`src/rtl/profile_trace_ci.sv`:
```
// Windowed stall/bus-idle trace sampler on the custom-instruction bus.
// One packed {stall, idle} sample per window is queued in a FIFO for the CPU to pop.
module profile_trace_ci #(
    parameter logic [7:0]  customId      = 8'h00,
    parameter int unsigned fifoDepthLog2 = 4
) (
    input  logic        clock,
    input  logic        reset,
    input  logic        start,
    input  logic [7:0]  ciN,
    input  logic [31:0] valueA,
    input  logic [31:0] valueB,
    input  logic        stall,
    input  logic        busIdle,
    output logic        done,
    output logic [31:0] result
);

    localparam int unsigned Depth = 1 << fifoDepthLog2;
    localparam int unsigned PtrW  = fifoDepthLog2;
    localparam int unsigned FillW = fifoDepthLog2 + 1;

    localparam logic [2:0] OpConfig = 3'd0;
    localparam logic [2:0] OpPop    = 3'd1;
    localparam logic [2:0] OpStatus = 3'd2;
    localparam logic [2:0] OpClear  = 3'd3;

    logic             en_q, en_d;
    logic [15:0]      win_len_q, win_len_d;
    logic [15:0]      win_cnt_q, win_cnt_d;
    logic [15:0]      stall_acc_q, stall_acc_d;
    logic [15:0]      idle_acc_q, idle_acc_d;
    logic [PtrW-1:0]  wr_ptr_q, wr_ptr_d;
    logic [PtrW-1:0]  rd_ptr_q, rd_ptr_d;
    logic [FillW-1:0] fill_q, fill_d;
    logic [15:0]      drop_cnt_q, drop_cnt_d;
    logic [31:0]      mem_q [Depth];

    logic        sel, is_cfg, is_pop, is_clr;
    logic [2:0]  op;
    logic        active, win_end, empty, full;
    logic        pop, push_req, push, drop;
    logic [15:0] stall_nxt, idle_nxt;
    logic        unused_bits;

    assign unused_bits = ^{valueA[31:3], valueB[31:17]};

    assign op     = valueA[2:0];
    assign sel    = start & (ciN == customId);
    assign is_cfg = sel & (op == OpConfig);
    assign is_pop = sel & (op == OpPop);
    assign is_clr = sel & (op == OpClear);

    assign active    = en_q & (win_len_q != 16'd0);
    assign win_end   = active & (win_cnt_q == win_len_q - 16'd1);
    assign stall_nxt = stall_acc_q + {15'd0, stall};
    assign idle_nxt  = idle_acc_q + {15'd0, busIdle};

    assign empty = (fill_q == '0);
    assign full  = (fill_q == FillW'(Depth));
    assign pop   = is_pop & ~empty;

    // CONFIG/CLEAR landing on a window end discard that sample outright.
    assign push_req = win_end & ~is_cfg & ~is_clr;
    assign push     = push_req & (~full | pop);
    assign drop     = push_req & full & ~pop;

    always_comb begin
        en_d        = en_q;
        win_len_d   = win_len_q;
        win_cnt_d   = 16'd0;
        stall_acc_d = 16'd0;
        idle_acc_d  = 16'd0;
        wr_ptr_d    = wr_ptr_q;
        rd_ptr_d    = rd_ptr_q;
        fill_d      = fill_q;
        drop_cnt_d  = drop_cnt_q;

        if (active && !win_end) begin
            win_cnt_d   = win_cnt_q + 16'd1;
            stall_acc_d = stall_nxt;
            idle_acc_d  = idle_nxt;
        end

        if (is_cfg) begin
            win_len_d   = valueB[15:0];
            en_d        = valueB[16];
            win_cnt_d   = 16'd0;
            stall_acc_d = 16'd0;
            idle_acc_d  = 16'd0;
        end

        if (is_clr) begin
            win_cnt_d   = 16'd0;
            stall_acc_d = 16'd0;
            idle_acc_d  = 16'd0;
            wr_ptr_d    = '0;
            rd_ptr_d    = '0;
            fill_d      = '0;
            drop_cnt_d  = 16'd0;
        end else begin
            if (push) wr_ptr_d = wr_ptr_q + PtrW'(1);
            if (pop)  rd_ptr_d = rd_ptr_q + PtrW'(1);
            fill_d = fill_q + FillW'(push) - FillW'(pop);
            if (drop && drop_cnt_q != 16'hFFFF) drop_cnt_d = drop_cnt_q + 16'd1;
        end
    end

    always_ff @(posedge clock or posedge reset) begin
        if (reset) begin
            en_q        <= 1'b0;
            win_len_q   <= 16'd0;
            win_cnt_q   <= 16'd0;
            stall_acc_q <= 16'd0;
            idle_acc_q  <= 16'd0;
            wr_ptr_q    <= '0;
            rd_ptr_q    <= '0;
            fill_q      <= '0;
            drop_cnt_q  <= 16'd0;
        end else begin
            en_q        <= en_d;
            win_len_q   <= win_len_d;
            win_cnt_q   <= win_cnt_d;
            stall_acc_q <= stall_acc_d;
            idle_acc_q  <= idle_acc_d;
            wr_ptr_q    <= wr_ptr_d;
            rd_ptr_q    <= rd_ptr_d;
            fill_q      <= fill_d;
            drop_cnt_q  <= drop_cnt_d;
        end
    end

    // Sample storage carries no reset; contents are qualified by fill.
    always_ff @(posedge clock) begin
        if (push) mem_q[wr_ptr_q] <= {stall_nxt, idle_nxt};
    end

    assign done = sel;

    always_comb begin
        result = 32'd0;
        if (sel) begin
            case (op)
                OpPop:    if (!empty) result = mem_q[rd_ptr_q];
                OpStatus: result = {drop_cnt_q, 5'd0, active, full, empty, 8'(fill_q)};
                default:  result = 32'd0;
            endcase
        end
    end

endmodule

```
`config.mk`:
```
export PLATFORM = sky130hd
export DESIGN_NAME = profile_trace_ci
export DESIGN_NICKNAME = d
export VERILOG_FILES = /design/src/rtl/profile_trace_ci.sv
export SDC_FILE = /design/constraint.sdc
export NUM_CORES = 1
export LEC_CHECK = 0
export CELL_PAD_IN_SITES_DETAIL_PLACEMENT = 0
export CELL_PAD_IN_SITES_GLOBAL_PLACEMENT = 2
export CORE_ASPECT_RATIO = 1.25
export CORE_MARGIN = 1.5
export CORE_UTILIZATION = 30
export DETAILED_ROUTE_END_ITERATION = 8
export PLACE_DENSITY_LB_ADDON = 0.1
export SYNTH_ARGS = -nofsm -noshare
export SYNTH_HDL_FRONTEND = slang
export SYNTH_SLANG_ARGS = --single-unit
```
`constraint.sdc`:
```
create_clock -name clock -period 11.9 [get_ports clock]
set_input_delay 1.19 -clock clock [delete_from_list [all_inputs] [get_ports clock]]
set_output_delay 1.19 -clock clock [all_outputs]
set_load 0.005 [all_outputs]
```
# Word-level counts from Yosys, hierarchy flattened
# Memories as Yosys holds them, arrays and structs flattened.
# Cells that the tools add are included.
# op_classes
n_reduce_logical	10
n_eq_ne	6
bitwise_logic	18
mux	21
add_sub_neg	9
# ops
cell	count
$mux 16	11
$mux 32	2
$pmux 32 s2	1
$add 16x1->16	2
$add 16x1->16 const B	2
$eq 16x16->1	1
$mux 4	4
$ne 16x16->1 const B	1
$reduce_bool 16->1	1
$sub 16x1->16 const B	1
$and 1x1->1	12
$add 4x1->4 const B	2
$logic_not 8->1	1
$eq 3x2->1 const B	2
$reduce_bool 2->1	3
$add 5x1->5	1
$eq 5x5->1 const B	1
$logic_not 5->1	1
$mux 5	1
$not 1->1	5
$sub 5x1->5	1
$eq 3x1->1 const B	1
$logic_not 3->1	1
$logic_and 1x1->1	2
other kinds (3)	4
# totals
regBits	94
memories	1
input_bits	77
out_inout_bits	33
mem_bits_rw	512
# memory_table
memory	depth	width	read_ports	rd_clocked_by_memory_dff	wr	line_no	source
mem_q	16	32	1	0	1	37	logic [31:0] mem_q [Depth];

# Longest topological paths before layout
# depth
word_depth	11
ltp_mapped	19
mapped_depth_nobuf	17

# Worst setup path before layout
# Ideal clock, no wire load.
# synth_path
path_kind	input to register
startpoint	in ciN[4]
endpoint	mem mem_q[0][0], enable pin
path_slack_ns	5.622
required_ns	11.399
cell_stages	8
setup_ns	0.501
arrival_ns	5.777
cell_sequence	nor4b_1 nand3_1 o211ai_1 nand2_1 nor3_2 inv_2 buf_2 nor4_1
# synth_via
elab_chain_len	9
word_cells_on_any_way	14
cone_classes	2 x mux; 11 x bitwise; 1 x reduce/logical
# synth_rtl
item	line_no	source
start: declaration	10	input logic [7:0] ciN,
$logic_not 8->1 (*)	49	assign sel = start & (ciN == customId);
$and 1x1->1 (*)	49	
$and 1x1->1	50	assign is_cfg = sel & (op == OpConfig);
$not 1->1	64	assign push_req = win_end & ~is_cfg & ~is_clr;
$and 1x1->1 (2 in a row)	64	
$and 1x1->1 (*)	65	assign push = push_req & (~full | pop);
$mux 1 (*)	135	if (push) mem_q[wr_ptr_q] <= {stall_nxt, idle_nxt};
$mux 1 (implied by the code) (*)	135	
end: declaration	37	
# Mark *: on every way between the ends. The rest lies on a longest branch, timed or not.

# Worst setup path in the final report
# layout_path
startpoint	in ciN[4]
endpoint	reg fill_q[4]
# layout_via
elab_chain_len	10
word_cells_on_any_way	15
cone_classes	2 x add/sub; 1 x mux; 11 x bitwise; 1 x reduce/logical
# layout_rtl
item	line_no	source
$logic_not 8->1 (*)	49	
$and 1x1->1 (*)	49	
$and 1x1->1	50	
$not 1->1	64	
$and 1x1->1 (2 in a row)	64	
$and 1x1->1	65	
$add 5x1->5	104	fill_d = fill_q + FillW'(push) - FillW'(pop);
$sub 5x1->5	104	
$mux 5 (*)	93	if (is_clr) begin
net fill_d[4]	35	logic [FillW-1:0] fill_q, fill_d;
end signal: assignment	128	fill_q <= fill_d;
end: declaration	35	
# The timed path passes the listed nets; every way through them passes the cells marked *.
# A chain may end at the register's enable or synchronous reset.

==> results.json <==
{
  "fp.dieArea_mm2": 0.0852,
  "ctsResizeCount": 0,
  "antenna_found_initial": 1,
  "synth_fp_nets": 1452,
  "drt-total-wl_mm": 67.9,
  "syn_inst": 1355,
  "pwr-share-clk_pct": 46.7,
  "synth_top_flop_cell": "edfxtp_1",
  "clock_latency_ns": 0.61,
  "clock-sinks": 606,
  "cts_hold_buf": 0,
  "clk_pin_slew_ns": 0.06,
  "ys_seq_area_share_pct": 70.8,
  "synth_edf_count": 512,
  "leakage_nw": 8.33,
  "dr.pass1.iters": 5,
  "crit_type": "input pin to flop",
  "period_needed_ns": 5.94,
  "root_buffer": "clkbuf_16",
  "report.final.slew_viol_count": 0,
  "slowest_delay_ns": 0.85,
  "final_cell_mix": "edfxtp_1, mux4_2, dfrtp_1, clkbuf_16, clkdlybuf4s50_1",
  "hold_violations": 0,
  "start_util_pct": 30.3,
  "io_pins": 110,
  "multiInputGateArea_mm2": 0.00705,
  "drive_above_1_share_pct": 23.1,
  "gp_congestion": 0.754,
  "p_sw_share_pct": 20.4,
  "finalInstanceArea_mm2": 0.0294,
  "hp-class": "flop to flop",
  "max_freq_mhz": 168,
  "synth.distinct_cells": 57,
  "grt-ovfl-total": 0,
  "nets": 1554,
  "tightestPinTransition_ns": 1.26,
  "hold_slack_ns": 0.557,
  "areaGrowthSynthToFinish_pct": 17.3,
  "p_comb_share_pct": 1.9,
  "htree_levels": 3,
  "grt_max_degree": 92,
  "grt_pass1_wl_mm": 98.6,
  "relSlewSlack_pct": 15.1,
  "dp_hpwl_mm": 36.4,
  "drt_iter0_markers": 893,
  "peakVddDrop_mv": 0.0957,
  "numPlacedInstances": 2465,
  "dieWidth_um": 261,
  "outcome": "completed",
  "track_usage_pct": 16.3,
  "start_kind": "input pin",
  "slowest_stage": "nand3_2",
  "ys_async_sr_fraction_pct": 15.5,
  "drt-wirelength-per-cell_um": 26.2,
  "internal_power_mw": 3.55,
  "cts.path.max_buffers": 3,
  "grt_pass1_vias": 14000,
  "via_per_inst": 5.02,
  "fp.dieH_um": 326,
  "critical_path_peak_fanout": 29,
  "row_count": 118,
  "core_area_mm2": 0.0827,
  "drcViolationCount": 0,
  "vias": 13000,
  "synth_area_mm2": 0.0250,
  "yosysWarnings": 0,
  "drv_cap": 0,
  "power_density_mw_per_mm2": 152,
  "end_kind": "flop",
  "crit_chain": "clkdlybuf4s50_1 -> nor4b_1 -> nand3_2 -> o211ai_1 -> nand2_1 -> nor3_2 -> inv_2 -> ha_1 -> inv_1 -> ha_1 -> fa_1 -> a21oi_1 -> nor2_1 -> or3_1 -> a21oi_1",
  "rsz0062_at_grt": "false",
  "fin_crit_sh_pct": 49.9,
  "final_common_cell": "edfxtp_1",
  "portBuffers": 65,
  "fill_cells": 7795,
  "final_cell_count_no_fill": 2589,
  "p_sw_mw": 0.907,
  "cts_made_buffers": 68,
  "cp_data_arrival_time_ns": 6.47,
  "avgSynthCellArea_um2": 18.5,
  "totalPowerFinal_mw": 4.46,
  "ant_nets": 0,
  "seqCellArea_mm2": 0.0177,
  "final-setup-viol-count": 0,
  "placed_area_mm2": 0.0271,
  "worstPathRequired_ns": 12.43,
  "pwr-share-seq_pct": 51.4,
  "finClkSkew_ns": 0.0121,
  "post_cts_buffers": 0,
  "setup_tns_ns": 0,
  "cts_tree": "done",
  "ys_ff_latch": 606
}
[worst paths after layout]
path	startpoint	end	slack, ns	depth (start not counted)
max in group asynchronous	reset	stall_acc_q[11]	9.65	3
worst min-delay path	win_cnt_q[0]	win_cnt_q[0]	0.56	1
worst max-delay path	ciN[4]	fill_q[4]	5.96	15
min in group asynchronous	reset	win_len_q[1]	1.00	2
worst min register to register	win_cnt_q[0]	win_cnt_q[0]	0.56	1
worst max register to register	win_len_q[2]	fill_q[4]	6.87	16
[synthesized netlist by cell type, drive strengths merged (3+ instances only)]
| library cell | count | share of area [%] |
|---|---|---|
| a21oi | 17 | 0.34 |
| a22oi | 22 | 0.66 |
| and2 | 12 | 0.30 |
| and3 | 44 | 1.1 |
| and4 | 11 | 0.38 |
| buf | 27 | 0.44 |
| clkbuf | 44 | 0.66 |
| dfrtp | 94 | 9.4 |
| edfxtp | 512 | 61 |
| ha | 19 | 0.95 |
| inv | 24 | 0.36 |
| mux2 | 20 | 0.90 |
| mux2i | 6 | 0.24 |
| mux4 | 160 | 14 |
| nand2 | 46 | 0.70 |
| nand2b | 4 | 0.10 |
| nand3 | 35 | 0.70 |
| nand4 | 19 | 0.47 |
| nor2 | 63 | 0.94 |
| nor2b | 7 | 0.17 |
| nor3 | 16 | 0.34 |
| nor4 | 16 | 0.46 |
| o2111ai | 4 | 0.14 |
| o211ai | 5 | 0.15 |
| o21ai | 11 | 0.22 |
| o21bai | 3 | 0.090 |
| o31ai | 4 | 0.17 |
| or3 | 11 | 0.27 |
| or4 | 7 | 0.22 |
| xnor2 | 36 | 1.3 |
| xor2 | 32 | 1.1 |
[worst max-delay path, delay by kind of cell]
kind / cells / cell delay, ns
fa+ha+maj: 3 / 1.00
simple gates: 6 / 2.48
compound gates: 3 / 1.07
buf+inv: 3 / 0.71
[area by class of cell]
cell class                      instances  area share (%)
Clock buffer                           92            6.32
Sequential cell                       606            60.4
Clock inverter                         29            1.10
Tap cell                             1080            4.60
Inverter                               24           0.315
Antenna cell                            1         0.00852
Timing Repair Buffer                  103            3.23
Multi-Input combinational cell        654            24.0
[cells by family (layout without fill, tap and decap cells)]
family / after synthesis / after routing / synth area share (%)
AND/OR/NAND/NOR: 303 / 303 / 6.59
AO/OA/AOI/OAI: 77 / 77 / 2.16
multiplexers: 186 / 186 / 15.5
adder cells (fa/ha/maj): 20 / 20 / 1.03
flip-flops: 606 / 606 / 70.8
other: 0 / 1 / 0
XOR/XNOR: 68 / 68 / 2.38
buffers and inverters: 95 / 248 / 1.46
[per-stage QoR]
step	utilization (%)	setup slack, ns
after floorplan	-	5.62
after global placement	32.8	5.26
after detailed placement	32.8	5.22
after CTS	35.5	5.86
after global routing	35.5	5.42
final	35.5	5.96
[per-layer routing]
layer	global-route usage (%)	part of all wire [%]
met5	0	0
met4	5.13	2.2
met3	2.31	3.9
met2	27.4	50
met1	21.6	43
[flip-flops by register name, summed over array words and instances (netlist names)]
signal	count
win_cnt_q	16
wr_ptr_q	4
idle_acc_q	16
stall_acc_q	16
fill_q	5
rd_ptr_q	4
en_q	1
mem_q	512
win_len_q	16
drop_cnt_q	16
[power groups by stage]
| stage | Sequential [mW] | Clock (mW) | Combinational [mW] |
|---|---|---|---|
| 2_1_floorplan | 2.33 | 0 | 0.0582 |
| 3_3_place_gp | 2.34 | 0 | 0.0873 |
| 3_5_place_dp | 2.34 | 0 | 0.0871 |
| 4_1_cts | 2.29 | 2.15 | 0.0875 |
| 5_1_grt | 2.29 | 2.22 | 0.0977 |
| 6_report | 2.29 | 2.08 | 0.0847 |
(Power assumes the default switching activity.)
